### src/rtl/tristate_bus_receiver_if.sv
// rtl/tristate_bus_receiver_if.sv - bus-side and consumer-side signal bundle for tristate_bus_receiver
interface tristate_bus_receiver_if #(
    parameter int WIDTH = 8,
    parameter int NSRC  = 4,
    parameter int DEPTH = 4
);
    localparam int SW = (NSRC > 1) ? $clog2(NSRC) : 1;
    localparam int LW = $clog2(DEPTH) + 1;

    logic [WIDTH-1:0] bus_in;
    logic [NSRC-1:0]  drive_en;
    logic             capture;
    logic [WIDTH-1:0] out_data;
    logic [SW-1:0]    out_src;
    logic             out_valid;
    logic             out_ready;
    logic [LW-1:0]    level;
    logic             full;
    logic             err_contention;
    logic             err_float;
    logic             err_overflow;
    logic             err_clr;

    modport master (
        output bus_in, drive_en, capture, out_ready, err_clr,
        input  out_data, out_src, out_valid, level, full,
               err_contention, err_float, err_overflow
    );

    modport slave (
        input  bus_in, drive_en, capture, out_ready, err_clr,
        output out_data, out_src, out_valid, level, full,
               err_contention, err_float, err_overflow
    );
endinterface

### src/rtl/tristate_bus_receiver.sv
// rtl/tristate_bus_receiver.sv - samples the shared tri-state bus and queues source-tagged words in a FWFT FIFO
module tristate_bus_receiver #(
    parameter int WIDTH = 8,
    parameter int NSRC  = 4,
    parameter int DEPTH = 4
) (
    input  logic                    clk,
    input  logic                    rst_n,
    tristate_bus_receiver_if.slave  bus
);
    localparam int SW = (NSRC > 1) ? $clog2(NSRC) : 1;
    localparam int AW = $clog2(DEPTH);
    localparam int LW = AW + 1;
    localparam int CW = $clog2(NSRC + 1);
    localparam int EW = WIDTH + SW;

    logic [EW-1:0] mem_q [DEPTH];
    logic [AW-1:0] wr_ptr_q, wr_ptr_d;
    logic [AW-1:0] rd_ptr_q, rd_ptr_d;
    logic [LW-1:0] level_q, level_d;
    logic [EW-1:0] last_q, last_d;
    logic          err_c_q, err_c_d;
    logic          err_f_q, err_f_d;
    logic          err_o_q, err_o_d;

    logic [CW-1:0] en_cnt;
    logic [SW-1:0] en_idx;
    logic          empty, is_full, qualified, pop, push;

    always_comb begin
        en_cnt = '0;
        en_idx = '0;
        for (int i = 0; i < NSRC; i++) begin
            if (bus.drive_en[i]) begin
                en_cnt = en_cnt + CW'(1);
                en_idx = SW'(i);
            end
        end
    end

    assign empty     = (level_q == '0);
    assign is_full   = (level_q == LW'(DEPTH));
    assign qualified = bus.capture && (en_cnt == CW'(1));
    assign pop       = !empty && bus.out_ready;
    // A full FIFO still accepts a word when the head leaves in the same cycle.
    assign push      = qualified && (!is_full || pop);

    always_comb begin
        wr_ptr_d = push ? wr_ptr_q + AW'(1) : wr_ptr_q;
        rd_ptr_d = pop  ? rd_ptr_q + AW'(1) : rd_ptr_q;
        level_d  = level_q + LW'(push) - LW'(pop);
        last_d   = pop ? mem_q[rd_ptr_q] : last_q;
        err_c_d  = (bus.capture && (en_cnt > CW'(1))) || (err_c_q && !bus.err_clr);
        err_f_d  = (bus.capture && (en_cnt == '0))    || (err_f_q && !bus.err_clr);
        err_o_d  = (qualified && !push)               || (err_o_q && !bus.err_clr);
    end

    always_ff @(posedge clk) begin
        if (!rst_n) begin
            for (int i = 0; i < DEPTH; i++) mem_q[i] <= '0;
            wr_ptr_q <= '0;
            rd_ptr_q <= '0;
            level_q  <= '0;
            last_q   <= '0;
            err_c_q  <= 1'b0;
            err_f_q  <= 1'b0;
            err_o_q  <= 1'b0;
        end else begin
            if (push) mem_q[wr_ptr_q] <= {bus.bus_in, en_idx};
            wr_ptr_q <= wr_ptr_d;
            rd_ptr_q <= rd_ptr_d;
            level_q  <= level_d;
            last_q   <= last_d;
            err_c_q  <= err_c_d;
            err_f_q  <= err_f_d;
            err_o_q  <= err_o_d;
        end
    end

    // When empty the head slot may hold stale data, so show the last popped word instead.
    assign bus.out_data       = empty ? last_q[EW-1:SW] : mem_q[rd_ptr_q][EW-1:SW];
    assign bus.out_src        = empty ? last_q[SW-1:0]  : mem_q[rd_ptr_q][SW-1:0];
    assign bus.out_valid      = !empty;
    assign bus.level          = level_q;
    assign bus.full           = is_full;
    assign bus.err_contention = err_c_q;
    assign bus.err_float      = err_f_q;
    assign bus.err_overflow   = err_o_q;
endmodule

### src/flat_wrapper.sv
// flat-port wrapper written by rule: the top's interface ports become plain ports
module tristate_bus_receiver_flat 
#(
    parameter int WIDTH = 8,
    parameter int NSRC  = 4,
    parameter int DEPTH = 4
)
  (clk, rst_n, bus_bus_in, bus_drive_en, bus_capture, bus_out_ready, bus_err_clr, bus_out_data, bus_out_src, bus_out_valid, bus_level, bus_full, bus_err_contention, bus_err_float, bus_err_overflow);
  tristate_bus_receiver_if #(.WIDTH(WIDTH), .NSRC(NSRC), .DEPTH(DEPTH)) bus_i ();
  input  logic clk;
  input  logic rst_n;
  input wire logic [$bits(bus_i.bus_in)-1:0] bus_bus_in;
  input wire logic [$bits(bus_i.drive_en)-1:0] bus_drive_en;
  input wire logic [$bits(bus_i.capture)-1:0] bus_capture;
  input wire logic [$bits(bus_i.out_ready)-1:0] bus_out_ready;
  input wire logic [$bits(bus_i.err_clr)-1:0] bus_err_clr;
  output wire logic [$bits(bus_i.out_data)-1:0] bus_out_data;
  output wire logic [$bits(bus_i.out_src)-1:0] bus_out_src;
  output wire logic [$bits(bus_i.out_valid)-1:0] bus_out_valid;
  output wire logic [$bits(bus_i.level)-1:0] bus_level;
  output wire logic [$bits(bus_i.full)-1:0] bus_full;
  output wire logic [$bits(bus_i.err_contention)-1:0] bus_err_contention;
  output wire logic [$bits(bus_i.err_float)-1:0] bus_err_float;
  output wire logic [$bits(bus_i.err_overflow)-1:0] bus_err_overflow;
  assign bus_i.bus_in = bus_bus_in;
  assign bus_i.drive_en = bus_drive_en;
  assign bus_i.capture = bus_capture;
  assign bus_i.out_ready = bus_out_ready;
  assign bus_i.err_clr = bus_err_clr;
  assign bus_out_data = bus_i.out_data;
  assign bus_out_src = bus_i.out_src;
  assign bus_out_valid = bus_i.out_valid;
  assign bus_level = bus_i.level;
  assign bus_full = bus_i.full;
  assign bus_err_contention = bus_i.err_contention;
  assign bus_err_float = bus_i.err_float;
  assign bus_err_overflow = bus_i.err_overflow;
  tristate_bus_receiver #(.WIDTH(WIDTH), .NSRC(NSRC), .DEPTH(DEPTH)) u_core (.clk(clk), .rst_n(rst_n), .bus(bus_i));
endmodule
### config.mk
export PLATFORM = sky130hd
export DESIGN_NAME = tristate_bus_receiver_flat
export DESIGN_NICKNAME = d
export VERILOG_FILES = /design/src/rtl/tristate_bus_receiver_if.sv /design/src/rtl/tristate_bus_receiver.sv /design/src/flat_wrapper.sv
export SDC_FILE = /design/constraint.sdc
export NUM_CORES = 1
export LEC_CHECK = 0
export ABC_CLOCK_PERIOD_IN_PS = 7550
export CAP_MARGIN = 15
export CELL_PAD_IN_SITES_DETAIL_PLACEMENT = 1
export CELL_PAD_IN_SITES_GLOBAL_PLACEMENT = 1
export CORE_ASPECT_RATIO = 0.9
export CORE_MARGIN = 10
export CORE_UTILIZATION = 44
export CTS_CLUSTER_DIAMETER = 120
export DETAILED_ROUTE_END_ITERATION = 12
export PLACE_DENSITY = 0.86
export SLEW_MARGIN = 10
export SYNTH_ARGS = -nofsm -noshare
export SYNTH_HDL_FRONTEND = slang
export SYNTH_SLANG_ARGS = --single-unit
### constraint.sdc
create_clock -name clk -period 7.55 [get_ports clk]
set_input_delay 0.755 -clock clk [delete_from_list [all_inputs] [get_ports clk]]
set_output_delay 0.755 -clock clk [all_outputs]
set_load 0.03 [all_outputs]
# Yosys cells after proc, flatten, opt, wreduce, memory -nomap -nowiden
# Memory sizes are Yosys's and may differ from the RTL's. A register that Yosys moved wholly into a read port is not among the register bits.
# Index checks and enable logic that the tools add are counted.
# Widths: inputs -> output; s select.
# totals
regBits,20
ramBits,40
inputBits,17
out_inout_bits,18
elab_cells,56
n_memories,1
# op_classes
addsub,7
magnitude_cmp,1
eq_ne,2
n_mux,18
reduce_logical,20
# memory_table
memory,words,word_bits,rd,rd_clocked_by_memory_dff,write_ports,line,source
u_core.mem_q,4,10,1,1,4,tristate_bus_receiver.sv:17,logic [EW-1:0] mem_q [DEPTH];
# op_table
cell,count
$mux 2,6
$mux 10,1
$reduce_or 10->1,1
$logic_and 1x1->1,9
$mux 3,3
$mux 8,1
$mux 1,7
$add 3x1->3 const B,2
$logic_not 3->1,2
$add 2x1->2 const B,2
$logic_not 1->1,4
$logic_or 1x1->1,4
$add 3x1->3,1
$eq 3x1->1 const B,1
$eq 3x3->1 const B,1
$gt 3x1->1 const B,1
$sub 3x1->3,1
$add 1x1->2 const B,1

# Longest topological paths before layout
# logic_depth
word_depth,15
depth_mapped,12
depth_no_buf,11

# Worst setup path before layout
# No wires, ideal clock.
# synth_timing
path_type,input to register
from,input port bus_drive_en[0]
to,register u_core.level_q[2] (netlist: u_core.bus.level[2])
setup_ps,115
t_arrival_ps,3058
required_time_ps,7435
setup_slack_ps,4377
path_stages,11
path_buffers,1
path_cell_list,inv_1 > ha_1 > xor2_1 > o221ai_2 > buf_2 > nor3_1 > ha_1 > fa_1 > xor2_1 > xnor2_1 > and2_1
# synth_between
elab_chain_cells,12
# synth_lines
item,line,source
start: declaration,flat_wrapper.sv:13,input wire logic [$bits(bus_i.drive_en)-1:0] bus_drive_en;
$mux 1 *,tristate_bus_receiver.sv:34,if (bus.drive_en[i]) begin
$add 1x1->2,tristate_bus_receiver.sv:35,en_cnt = en_cnt + CW'(1);
$mux 3 *,tristate_bus_receiver.sv:34,
$add 3x1->3,tristate_bus_receiver.sv:35,
$mux 3 *,tristate_bus_receiver.sv:34,
$add 3x1->3,tristate_bus_receiver.sv:35,
$mux 3 *,tristate_bus_receiver.sv:34,
$eq 3x1->1 *,tristate_bus_receiver.sv:43,assign qualified = bus.capture && (en_cnt == CW'(1));
$logic_and 1x1->1 *,tristate_bus_receiver.sv:43,
$logic_and 1x1->1 *,tristate_bus_receiver.sv:46,assign push = qualified && (!is_full || pop);
via u_core.push,tristate_bus_receiver.sv:28,"logic empty, is_full, qualified, pop, push;"
$add 3x1->3 *,tristate_bus_receiver.sv:51,level_d = level_q + LW'(push) - LW'(pop);
$sub 3x1->3 *,tristate_bus_receiver.sv:51,
end signal: assignment,tristate_bus_receiver.sv:72,level_q <= level_d;
end: declaration,tristate_bus_receiver.sv:20,"logic [LW-1:0] level_q, level_d;"
# The timed path passes the listed nets; every way through them passes the cells marked *.
# A chain may end at the register's enable or synchronous reset.

==> out/metrics.cfg <==
[power_and_ir_drop]
powerDensity_nw_per_um2=331
power_frac_clock_pct=25.6
ir_worst_vdd_mv=0.126
p_sw_share_pct=33.9
p_int_uw=788
pwr-share-seq_pct=37.4
p_sw_uw=404
combPwrFrac_pct=37.0
p_leak_nw=1.33
power_mw=1.19

[cts]
clkTransAtPathRegs_ns=0.06
holdBufCountCts=0
cts_made_buffers=9
cts_resized=0
cts_tree=yes
cts_buffer_depth=2
cts-root-buf=clkbuf_8
post_cts_buffers=0
clock_latency_ns=0.33
cts.sinks=62
htree_num_levels=3

[finish]
nNetsFinal=290
nFillCells=701
final-seq-area_um2=1640
drive_gt1_share_pct=17.0
final_cell_mix=edfxtp_1, and2_1, clkdlybuf4s50_1
multiInputGateArea_um2=1240
fin_area_um2=3600
fin_util_pct=54.6
final_common_cell=edfxtp_1
antennaDiodeCount=0
area_growth_pct=20.6

[worst_setup_path]
critPathKind=in -> reg
cp-start-kind=input port
worstPathArrival_ns=3.98
cp.required_ns=7.52
worstSetupEndpointType=register
path_max_fanout=11

[sta]
fmax_mhz=249
post-route-period-util_pct=53.1
slew_violations=0
setup_viol=0
fin_worst_skew_ns=0.00602
relSlewSlack_pct=25.5
finalCriticalPeriod_ns=4.01
tightest_slew_ns=1.12
rsz0062_at_grt=false
fin_setup_tns_ns=0
finalHoldViolations=0
timing.hold.ws_ns=0.470

[floorplan]
initial_core_util_pct=45.3
io_pins=35
rows=28
die_w_um=107
die_area_um2=10500
core_area_um2=6590
die_h_um=98.1

[synth]
syn_nets=254
yosysSeqAreaShare_pct=55.1
synthCells=230
synth_cell_types=41
synth_seq_cells=62
syn_area_um2=2980
synth.avg_cell_area_um2=13.0
yosysWarnings=0

[global_routing]
grt_pass1_wl_mm=11.1
grt_pass1_vias=2105
grt_max_degree=25
antenna_found_initial=0
grtUsageTotal_pct=13.6
overflow=0

[route]
via_count=1880
first_pass_iters=4
drc=0
ant_nets=0
wl_mm=6.80
vias_per_cell=5.21
drt_iter0_markers=104
post_drt_wl_per_cell_um=18.8

[placed_design]
gp_congestion=0.720
dp_hpwl_mm=4.91
io_buffers=34
dpl_cell_area_um2=3370

[min_path]
min_path_type=reg -> reg

[outcome]
outcome=completed

[flow_run]
maxCapViolCount=0

Yosys cell counts:
cell / instances / area [um^2]
xor2_1: 2 / 17.5
buf_2: 2 / 10.0
o221ai_2: 1 / 15.0
and2_1: 39 / 244
a21boi_0: 10 / 75.1
xnor2_1: 3 / 26.3
nor3b_1: 1 / 7.51
o22ai_1: 1 / 6.26
mux4_2: 10 / 225
dfxtp_1: 22 / 440
ha_1: 6 / 75.1
mux2_2: 11 / 124
buf_6: 2 / 22.5
and2b_1: 2 / 15.0
clkbuf_1: 4 / 15.0
nand2b_4: 1 / 13.8
inv_1: 9 / 33.8
xnor3_2: 1 / 23.8
buf_4: 1 / 7.51
edfxtp_1: 40 / 1200
nand2_1: 24 / 90.1
fa_1: 1 / 20.0
or3_1: 1 / 6.26
buf_1: 2 / 7.51
or3b_1: 1 / 8.76
and2_2: 1 / 7.51
mux2i_1: 1 / 10.0
nor4_1: 4 / 25.0
a21oi_1: 5 / 25.0
o31a_1: 1 / 8.76
nor2_4: 1 / 11.3
nand2b_1: 3 / 18.8
nor2_1: 1 / 3.75
nor4_4: 1 / 21.3
nor2b_1: 4 / 25.0
nor3_1: 3 / 15.0
a211o_1: 1 / 8.76
o21a_1: 2 / 15.0
nor3_4: 2 / 32.5
and4bb_2: 1 / 12.5
o21ai_0: 2 / 10.0
flip-flops by register name, summed over array words and instances, names as in the netlist, named ones only:
register                   cells
u_core.bus.err_overflow        1
u_core.wr_ptr_q                2
u_core.bus.err_float           1
u_core.bus.err_contention      1
u_core.mem_q                  40
u_core.rd_ptr_q                2
u_core.last_q                 10
u_core.bus.level               3
power groups by stage:
stage                     clock (mW)  sequential, mW  combinational (mW)
final                          0.306           0.446               0.441
after global routing           0.326           0.455               0.478
after CTS                      0.311           0.448               0.448
after detailed placement           0           0.455               0.445
after global placement             0           0.449               0.431
after floorplan                    0           0.445               0.302
final cells by class:
cell class	instances	area share [%]
Timing Repair Buffer	36	9.88
Clock inverter	4	1.22
Inverter	9	0.939
Clock buffer	12	4.63
Tap cell	90	3.13
Multi-Input combinational cell	148	34.6
Sequential cell	62	45.6
per-stage QoR:
stage,setup slack (ns),instances
finish,3.54,361
global route,3.37,361
detailed placement,3.19,343
CTS,3.54,359
floorplan,4.38,230
global placement,3.43,343
critical path, stage by stage:
cell	delay, ns
clkdlybuf4s50_1	0.51
inv_1	0.09
ha_1	0.39
xnor3_2	0.47
nand2b_4	0.16
or3b_1	0.59
nor4_4	0.47
nand2b_1	0.53
kinds of logic after synthesis:
| group | after synthesis | share of synthesized area (%) |
|---|---|---|
| flops | 62 | 55.1 |
| buf+inv | 20 | 3.23 |
| xor+xnor | 6 | 2.27 |
| mux | 22 | 12.0 |
| compound gates | 23 | 5.50 |
| simple gates | 90 | 18.7 |
| fa+ha+maj | 7 | 3.19 |
final timing paths:
| kind | startpoint | to | slack (ns) | depth (start not counted) |
|---|---|---|---|---|
| worst min-delay path | u_core.last_q[1] | u_core.last_q[1] | 0.47 | 2 |
| worst max register to register | u_core.bus.level[2] | u_core.bus.level[2] | 4.39 | 10 |
| worst min register to register | u_core.last_q[1] | u_core.last_q[1] | 0.47 | 2 |
| worst max-delay path | bus_drive_en[0] | u_core.mem_q[0][2] | 3.54 | 8 |
per-layer routing:
metal / GRT usage [%] / wire, um / vias to the layer above
li1: - / - / 886
met1: 16.2 / 2940 / 947
met5: 0 / 0 / -
met3: 2.83 / 246 / 9
met2: 23.1 / 3490 / 38
met4: 5.62 / 123 / 0
Power figures use the tool's default switching activity.
